[src/rtl/add8u_share_pkg.sv]
// Shared types, widths and the approximate adder golden function for add8u_share_arb.
// Used by the RTL and by the bench scoreboard.
package add8u_share_pkg;

  typedef enum logic {
    EMPTY = 1'b0,
    FULL  = 1'b1
  } state_t;

  localparam int OPW  = 8;
  localparam int RESW = 9;
  localparam int CNTW = 16;

  // Bit 0 is a plain OR; the upper seven bits add with no carry in from bit 0.
  function automatic logic [RESW-1:0] add8u_approx(input logic [OPW-1:0] a,
                                                   input logic [OPW-1:0] b);
    logic [OPW-1:0] upper;
    upper = {1'b0, a[OPW-1:1]} + {1'b0, b[OPW-1:1]};
    return {upper, a[0] | b[0]};
  endfunction

endpackage

[src/rtl/add8u_share_arb_rr_arbiter.sv]
// Round-robin arbiter: picks the first asserted request at or after ptr, wrapping.
// gnt is one-hot and only driven when en is high; idx/found are valid regardless of en.
module rr_arbiter #(
  parameter int NREQ = 4,
  parameter int IDW  = $clog2(NREQ)
) (
  input  logic [NREQ-1:0] req,
  input  logic [IDW-1:0]  ptr,
  input  logic            en,
  output logic [NREQ-1:0] gnt,
  output logic [IDW-1:0]  idx,
  output logic            found
);

  // Two passes: indices from ptr upward first, then the wrapped range below ptr.
  always_comb begin
    found = 1'b0;
    idx   = '0;
    for (int i = 0; i < NREQ; i++) begin
      if (!found && req[i] && (i >= int'(ptr))) begin
        found = 1'b1;
        idx   = IDW'(i);
      end
    end
    for (int i = 0; i < NREQ; i++) begin
      if (!found && req[i] && (i < int'(ptr))) begin
        found = 1'b1;
        idx   = IDW'(i);
      end
    end
  end

  assign gnt = (en && found) ? (NREQ'(1) << idx) : '0;

endmodule

[src/rtl/add8u_share_arb.sv]
// Time-shares one approximate 8-bit adder among NREQ requesters with round-robin grant.
// Optional grant statistics counters are enabled by defining ADD8U_SHARE_STATS_EN.
module add8u_share_arb
  import add8u_share_pkg::*;
#(
  parameter int NREQ = 4,
  parameter int IDW  = $clog2(NREQ)
) (
  input  logic               clk,
  input  logic               rst_n,
  input  logic [NREQ-1:0]    req_valid,
  output logic [NREQ-1:0]    req_ready,
  input  logic [NREQ*8-1:0]  req_a,
  input  logic [NREQ*8-1:0]  req_b,
  output logic               rsp_valid,
  input  logic               rsp_ready,
  output logic [8:0]         rsp_sum,
  output logic [IDW-1:0]     rsp_id
`ifdef ADD8U_SHARE_STATS_EN
  ,
  input  logic               stats_clr,
  output logic [NREQ*16-1:0] grant_cnt
`endif
);

  state_t            state, state_next;
  logic [IDW-1:0]    rr_ptr;
  logic [IDW-1:0]    win_idx;
  logic [NREQ-1:0]   gnt;
  logic              found;
  logic              can_accept;
  logic              handshake;
  logic [OPW-1:0]    op_a, op_b;
  logic [RESW-1:0]   core_sum;

  // rst_n gates the enable so req_ready stays low for the whole reset window.
  assign can_accept = (state == EMPTY) | rsp_ready;
  assign handshake  = can_accept & rst_n & found;
  assign req_ready  = gnt;
  assign rsp_valid  = (state == FULL);

  rr_arbiter #(.NREQ(NREQ), .IDW(IDW)) u_arb (
    .req   (req_valid),
    .ptr   (rr_ptr),
    .en    (can_accept & rst_n),
    .gnt   (gnt),
    .idx   (win_idx),
    .found (found)
  );

  assign op_a     = req_a[int'(win_idx)*OPW +: OPW];
  assign op_b     = req_b[int'(win_idx)*OPW +: OPW];
  assign core_sum = add8u_approx(op_a, op_b);

  always_ff @(posedge clk or negedge rst_n) begin
    if (!rst_n) state <= EMPTY;
    else        state <= state_next;
  end

  always_comb begin
    state_next = state;
    case (state)
      EMPTY: if (handshake) state_next = FULL;
      FULL: begin
        if (handshake)      state_next = FULL;
        else if (rsp_ready) state_next = EMPTY;
      end
      default: state_next = EMPTY;
    endcase
  end

  // A drained result with no refill leaves rsp_sum/rsp_id holding stale values.
  always_ff @(posedge clk or negedge rst_n) begin
    if (!rst_n) begin
      rsp_sum <= '0;
      rsp_id  <= '0;
      rr_ptr  <= '0;
    end else if (handshake) begin
      rsp_sum <= core_sum;
      rsp_id  <= win_idx;
      rr_ptr  <= (int'(win_idx) == NREQ - 1) ? '0 : win_idx + 1'b1;
    end
  end

`ifdef ADD8U_SHARE_STATS_EN
  for (genvar g = 0; g < NREQ; g++) begin : g_cnt
    always_ff @(posedge clk or negedge rst_n) begin
      if (!rst_n)
        grant_cnt[g*CNTW +: CNTW] <= '0;
      else if (stats_clr)
        grant_cnt[g*CNTW +: CNTW] <= '0;
      else if (gnt[g] && (grant_cnt[g*CNTW +: CNTW] != '1))
        grant_cnt[g*CNTW +: CNTW] <= grant_cnt[g*CNTW +: CNTW] + 1'b1;
    end
  end
`else
  // Statistics disabled: no counter state exists.
`endif

endmodule

[config.mk]
export PLATFORM = sky130hd
export DESIGN_NAME = add8u_share_arb
export DESIGN_NICKNAME = d
export VERILOG_FILES = /design/src/rtl/add8u_share_pkg.sv /design/src/rtl/add8u_share_arb_rr_arbiter.sv /design/src/rtl/add8u_share_arb.sv
export SDC_FILE = /design/constraint.sdc
export NUM_CORES = 1
export LEC_CHECK = 0
export CORE_ASPECT_RATIO = 2
export CORE_MARGIN = 2
export CORE_UTILIZATION = 35
export CTS_BUF_LIST = sky130_fd_sc_hd__clkbuf_4
export CTS_CLUSTER_SIZE = 30
export DETAILED_ROUTE_END_ITERATION = 7
export PLACE_DENSITY = 0.86
export SETUP_SLACK_MARGIN = 0.2
export SLEW_MARGIN = 20
export SYNTH_ARGS = -nofsm -noshare
export SYNTH_HDL_FRONTEND = slang
export SYNTH_SLANG_ARGS = --single-unit
[constraint.sdc]
create_clock -name clk -period 2.8 [get_ports clk]
set_input_delay 0.42 -clock clk [delete_from_list [all_inputs] [get_ports clk]]
set_output_delay 0.42 -clock clk [all_outputs]
set_load 0.01 [all_outputs]
==> flow_summary.json, run 1 <==
{
  "antennaDiodeCount": 0,
  "synth-simple-area-share": 0.1518,
  "num_vias": 1701,
  "htreeDepth": 1,
  "cts_buffers": 3,
  "synth_top_family_by_area": "multiplexers",
  "globalplace.congestion": 0.7879,
  "dp.cells": 313,
  "placementRows": 33,
  "io_buffers": 86,
  "yosys-top-cells-area": "mux2i_1 (29%), dfrtp_1 (24%), ha_1 (9.3%)",
  "drive_gt1_frac": 0.2832,
  "ctsHoldBuffers": 0,
  "synth-edff-count": 0,
  "synth_xor_area_frac": 0.01781,
  "ir_drop_uv": 472.6,
  "p_per_area_nw_per_um2": 808.7,
  "floorplan.initialDensity": 0.3609,
  "status": "finished with violations",
  "synthToLayoutAreaGrowth_pct": 93.98,
  "ys.flop_type": "dfrtp_1",
  "first_pass_iters": 4,
  "cts_tree": "yes",
  "slew_viol_final": 0,
  "relSlewSlack": 0.7225,
  "synth-compound-area-share": 0.1510,
  "synthMuxAreaShare": 0.2918,
  "synth_fp_nets": 238,
  "synth_cells": 155,
  "drc": 0,
  "worst_slew_pin_slew_ns": 0.4147,
  "synthArstFlopShare": 1.000,
  "critical_path_required_ns": 2.98,
  "fin_crit_sh": 1.013,
  "grt.overflow.total": 0,
  "synth_common_cells": "mux2i_1 (43), nand2_1 (17), dfrtp_1 (14), ha_1 (11), nor2_1 (7)",
  "clockBufferDepth": 2,
  "cts_root_buf": "clkbuf_4",
  "setup_ws_ns": -0.03615,
  "grt_setup_unrepaired": "true",
  "cp.arrival_ns": 3.02,
  "violations": "negative setup slack",
  "grtUsageTotal": 0.2114,
  "hold_violations": 0,
  "min_path_cells": 2,
  "postRouteAntennaNets": 0,
  "synth_seq_cells": 14,
  "skew_ns": 0.006352,
  "crit_type": "reg -> reg",
  "max_cap_violations": 0,
  "setup_viol": 1,
  "ys_seq_area_frac": 0.2375,
  "synth_most_common_cell": "mux2i_1",
  "die_w_um": 49.91,
  "yosys_warnings": 0,
  "cts_sinks": 14,
  "critPathLaunchType": "register",
  "crit_path_max_fanout": 6,
  "synthAdderAreaFrac": 0.1069,
  "clock_latency_ns": 0.30,
  "leakagePower_nw": 1.274,
  "final_util": 0.7000,
  "dieHeight_um": 95.81,
  "finalWirelength_um": 4833,
  "grt_pass1_wl_um": 7665,
  "syn_area_per_cell_um2": 9.517,
  "syn_area_um2": 1475,
  "setup.worst_path.end_class": "register",
  "hold_class": "reg -> reg",
  "rr_worst_depth": 12,
  "antenna_found_initial": 0,
  "io_pins": 87,
  "routed_via_density": 5.139,
  "routedWlPerCell_um": 14.60,
  "grt_max_degree": 15,
  "grt_pass1_vias": 1775,
  "ys_types": 41,
  "clk_pin_slew_worst_paths_ns": 0.09,
  "die_area_um2": 4781,
  "clock.fmax_ghz": 0.3526,
  "netlist.area_leader.share": 0.2918,
  "drt-initial-drc-count": 24,
  "coreArea_um2": 4088,
  "fin_nets": 363,
  "hpwlAfterDp_um": 3603,
  "stdcell_count": 331,
  "synth_top_area_cell": "mux2i_1",
  "min_period_ns": 2.836
}
[through the flow]
step / hold slack (ns) / setup WS, ns / power (mW) / TNS [ns] / area [um^2]
final: 0.4844 / -0.03615 / 2.314 / -0.03615 / 2861
after global routing: 0.4940 / -0.1295 / 2.477 / -0.3881 / 2861
after CTS: 0.4892 / 0.03430 / 2.213 / 0 / 2829
after detailed placement: 0.4702 / -0.4698 / 1.826 / -2.691 / 2615
after global placement: 0.4640 / -0.4201 / 1.796 / -2.201 / 2615
after floorplan: 0.1244 / 0.06899 / 1.207 / 0 / 1515
[sequential cells by signal, summed over array words and instances, names as in the netlist]
register   cells
rsp_valid      1
rr_ptr         2
rsp_id         2
rsp_sum        9
[power breakdown]
part | internal (mW) | switching (mW) | leakage, nW
clock | 0.0522 | 0.0722 | 0.0154
sequential | 0.289 | 0.0618 | 0.169
combinational | 1.07 | 0.772 | 1.09
[final timing paths]
check / start / to / slack (ns)
setup / recovery: rr_ptr[1] / rsp_sum[8] / -0.04
hold / removal: rsp_id[1] / rsp_id[1] / 0.48
setup reg to reg: rr_ptr[1] / rsp_sum[8] / -0.04
hold reg to reg: rsp_id[1] / rsp_id[1] / 0.48
max in group asynchronous: rst_n / rsp_sum[0] / 2.14
min in group asynchronous: rst_n / rsp_sum[4] / 0.49
[worst max-delay path, stage by stage, from the launching register on]
cell     delay (ns)
dfrtp_1        0.42
mux2i_1        0.23
o22ai_2        0.11
nor2_4         0.25
buf_12         0.17
mux2i_2        0.25
mux2i_2        0.14
ha_1           0.30
a21o_1         0.16
a21oi_2        0.15
o21ai_1        0.09
o211a_1        0.15
o41a_1         0.31
[layout by cell type (no fill, tap or decap), drive strengths merged, types with 2 or more instances in the layout]
| master | netlist | layout |
|---|---|---|
| ha | 11 | 11 |
| clkdlybuf4s50 | 0 | 78 |
| nand2 | 17 | 17 |
| a211oi | 3 | 3 |
| clkbuf | 0 | 7 |
| nand2b | 3 | 3 |
| nor2 | 8 | 8 |
| dfrtp | 14 | 14 |
| mux2i | 43 | 43 |
| buf | 7 | 41 |
| o211ai | 2 | 2 |
| or4b | 2 | 2 |
| o21bai | 2 | 2 |
| xnor2 | 3 | 3 |
| nand3 | 2 | 2 |
| o31ai | 2 | 2 |
| nor3b | 2 | 2 |
| dlygate4sd2 | 0 | 4 |
| o21ai | 7 | 7 |
| inv | 4 | 4 |
| a21oi | 5 | 5 |
| and2 | 4 | 4 |
[logic make-up (layout without fill, tap and decap cells)]
logic type,after synthesis,in the layout
muxes,43,43
DFF,14,14
xor gates and xnor gates,3,3
buffers and inverters,11,135
adders and majority gates,12,12
and+or+nand+nor,43,43
AOI/OAI and AO/OA,29,29
[repair_timing]
action | 4_1_cts | 5_1_grt
resized for setup | 32 | 16
endpoints found under the setup margin | 9 | 10
pin swaps | 13 | 5
gates cloned | 1 | 0
buffers inserted | 12 | 1
[layer usage]
layer | wire, um | vias up | global-route usage
met5 | 0 | - | 0
met4 | 129 | 0 | 0.09491
met3 | 148 | 14 | 0.02484
met2 | 3028 | 62 | 0.4522
met1 | 1527 | 807 | 0.1839
li1 | - | 818 | -
[area by class of cell]
type                       count  area (um^2)
timing repair buffer         127         1222
multi-input combinational    130         1182
tap                           52        65.06
clock inverter                 1        3.754
inverter                       4        15.01
fill                         278         1226
sequential                    14        350.3
clock buffer                   3        22.52
Note: power is estimated with default switching activity, not from simulation.
==> run 2, diff against run 1 <==
Settings changed: ABC_AREA set to 1, CORE_UTILIZATION 35 to 42, DONT_BUFFER_PORTS set to 1, PLACE_DENSITY 0.86 to 0.67.
==> run 2 against run 1 <==
The flow now finishes without violations; routed wire length shrank 20%; sequential power grew 13%; clock power shrank 5%; non-clock buffer count shrank 111; largest power group unchanged; first-iteration DRC count grew 8.3%; hold slack lost 0.25 ns; utilization shrank 21 points; count of clock-buffer cells in the layout is the same; sequential share of layout area grew 6.7 points; cell area shrank 35%; worst setup slack gained 0.30 ns; combinational power shrank 14%.
==> flow_summary.json, run 2 <==
{
  "fin_nets": 332,
  "critical_path_required_ns": 2.98,
  "io_buffers": 0,
  "cts_tree": "yes",
  "grt_pass1_wl_um": 5899,
  "slowest_delay_ns": 0.40,
  "grt_setup_unrepaired": "true",
  "synth-edff-count": 0,
  "grt.overflow.total": 0,
  "netlist.area_leader.share": 0.2141,
  "clock_latency_ns": 0.28,
  "synth-compound-area-share": 0.2294,
  "ys.flop_type": "dfrtp_1",
  "synth_fp_nets": 321,
  "skew_ns": 0.004077,
  "cts_buffers": 3,
  "leakagePower_nw": 0.9212,
  "crit_buf_inv": 1,
  "num_vias": 1559,
  "synth_seq_cells": 14,
  "crit_family": "simple AND/OR/NAND/NOR gates",
  "synth_top_family_by_area": "simple AND/OR/NAND/NOR gates",
  "ir_drop_uv": 569.8,
  "top_regs": "rsp_sum: 9 flops, rr_ptr: 2 flops, rsp_id: 2 flops",
  "drive_gt1_frac": 0.2177,
  "mostFrequentLayoutCells": "nand2_1 (66), inv_1 (34), o21ai_1 (18)",
  "grt_pass1_vias": 1480,
  "ys_types": 29,
  "clk_pin_slew_worst_paths_ns": 0.09,
  "synthAdderAreaFrac": 0.09633,
  "synthToLayoutAreaGrowth_pct": 13.15,
  "cp.arrival_ns": 2.72,
  "io_pins": 87,
  "fin_tns_setup_ns": 0,
  "floorplan.initialDensity": 0.4303,
  "worst_slew_pin_slew_ns": 0.6069,
  "antennaDiodeCount": 0,
  "synth_top_area_cell": "dfrtp_1",
  "finalWirelength_um": 3888,
  "yosys-top-cells-area": "dfrtp_1 (21%), nand2_1 (16%), ha_1 (8.4%)",
  "synth_common_cells": "nand2_1 (68), inv_1 (35), o21ai_1 (18), dfrtp_1 (14), o21ai_2 (14)",
  "synth_most_common_cell": "nand2_1",
  "synth_cells": 238,
  "synth_xor_area_frac": 0.02676,
  "synth-simple-area-share": 0.2905,
  "critPathLaunchType": "register",
  "crit_top_cell": "nand2_1",
  "coreArea_um2": 3804,
  "clock.fmax_ghz": 0.3947,
  "setup.worst_path.end_class": "register",
  "cts_root_buf": "clkbuf_4",
  "syn_area_um2": 1637,
  "clockBufferDepth": 2,
  "worstPathCellList": "nor2_1 -> nand2_1 -> nand2_2 -> nor2_4 -> nand3_4 -> nand2_8 -> buf_12 -> o211ai_1 -> o21ai_2 -> ha_2 -> fa_2 -> nand4_1 -> nand3_1 -> xor2_1 -> nand2_1 -> nand2_1",
  "holdWs_ns": 0.2384,
  "hold_class": "in -> reg",
  "status": "complete, no violations",
  "crit_type": "reg -> reg",
  "placementRows": 32,
  "drt-initial-drc-count": 26,
  "grtUsageTotal": 0.1759,
  "hpwlAfterDp_um": 3140,
  "first_pass_iters": 4,
  "relSlewSlack": 0.5941,
  "largest_reg_flops": 9,
  "htreeDepth": 1,
  "ys_seq_area_frac": 0.2141,
  "syn_area_per_cell_um2": 6.876,
  "die_w_um": 48.14,
  "setup_viol": 0,
  "cts_sinks": 14,
  "dieHeight_um": 92.28,
  "regMostFlops": "rsp_sum",
  "routedWlPerCell_um": 13.00,
  "min_period_ns": 2.533,
  "cp_slowest_cell": "dfrtp_1",
  "yosys_warnings": 0,
  "crit_path_max_fanout": 18,
  "postRouteAntennaNets": 0,
  "synthArstFlopShare": 1.000,
  "hold_violations": 0,
  "globalplace.congestion": 0.9055,
  "antenna_found_initial": 0,
  "synthMuxAreaShare": 0,
  "max_cap_violations": 0,
  "slew_viol_final": 0,
  "grt_max_degree": 27,
  "drc": 0,
  "fin_crit_sh": 0.9048,
  "routed_via_density": 5.214,
  "layout_commonest_cell": "nand2_1",
  "p_per_area_nw_per_um2": 1132,
  "die_area_um2": 4442
}
## run 2: layout make-up
cell class / count / area (um^2)
fillers: 403 / 1952
multi-input cells: 177 / 1110
flip-flops and latches: 14 / 350.3
repair buffers: 16 / 151.4
inverters: 37 / 150.1
well taps: 51 / 63.81
clock buffers: 3 / 22.52
clock inverters: 1 / 3.754
## run 2: worst reg2reg max path, delay by kind of cell (launching register included)
family	cells	cell delay, ns
DFF	1	0.40
buffers and inverters	1	0.15
and+or+nand+nor	10	0.88
adders and majority gates	2	0.57
AOI/OAI and AO/OA	2	0.29
xor gates and xnor gates	1	0.15
## run 2: power by group
group / total, mW / internal [mW] / leakage, nW / switching, mW
registers: 0.398 / 0.296 / 0.172 / 0.102
logic: 1.58 / 0.704 / 0.734 / 0.876
clock network: 0.118 / 0.0517 / 0.0154 / 0.0663
## run 2: routing by layer
metal / global-route usage / wire [um] / up-vias
li1: - / - / 794
met1: 0.1665 / 1370 / 710
met2: 0.3399 / 2288 / 49
met3: 0.01575 / 175 / 6
met4: 0.06532 / 53 / 0
met5: 0 / 0 / -
## run 2: worst paths after layout
kind / startpoint / end / slack [ns] / depth (start not counted)
max in group asynchronous: rst_n / rsp_sum[8] / 1.82 / 1
min in group asynchronous: rst_n / rsp_sum[6] / 0.58 / 1
worst max-delay path: rr_ptr[1] / rsp_sum[7] / 0.27 / 16
worst min register to register: rsp_sum[1] / rsp_sum[1] / 0.55 / 2
worst max register to register: rr_ptr[1] / rsp_sum[7] / 0.27 / 16
worst min-delay path: rsp_ready / rsp_valid / 0.24 / 1
## run 2: what timing repair did
action,CTS,global route
setup buffers,1,8
resized for setup,3,16
pin swaps,1,11
hold buffers,1,0
setup endpoints to repair,5,5
endpoints found under the hold margin,14,0
## run 2: cells by family after synthesis
kind of cell    Yosys count
buf+inv                  47
simple gates            103
xor+xnor                  5
fa+ha+maj                12
compound gates           57
flops                    14
## run 2: stage by stage
step,area (um^2),util,total power [mW],setup slack [ns],std cells
after CTS,1715,0.4510,1.932,0.2002,291
after global placement,1663,0.4372,1.771,0.1033,285
after global routing,1852,0.4868,2.325,0.09892,299
after detailed placement,1663,0.4372,1.780,0.05893,285
final,1852,0.4868,2.097,0.2665,299
after floorplan,1637,-,1.537,0.3742,238
==> run 3, diff against run 2 <==
Settings changed: SLEW_MARGIN 20 to not set.
==> results of run 3 <==
No change in the layout: final DEF, timing and power equal those of run 2.
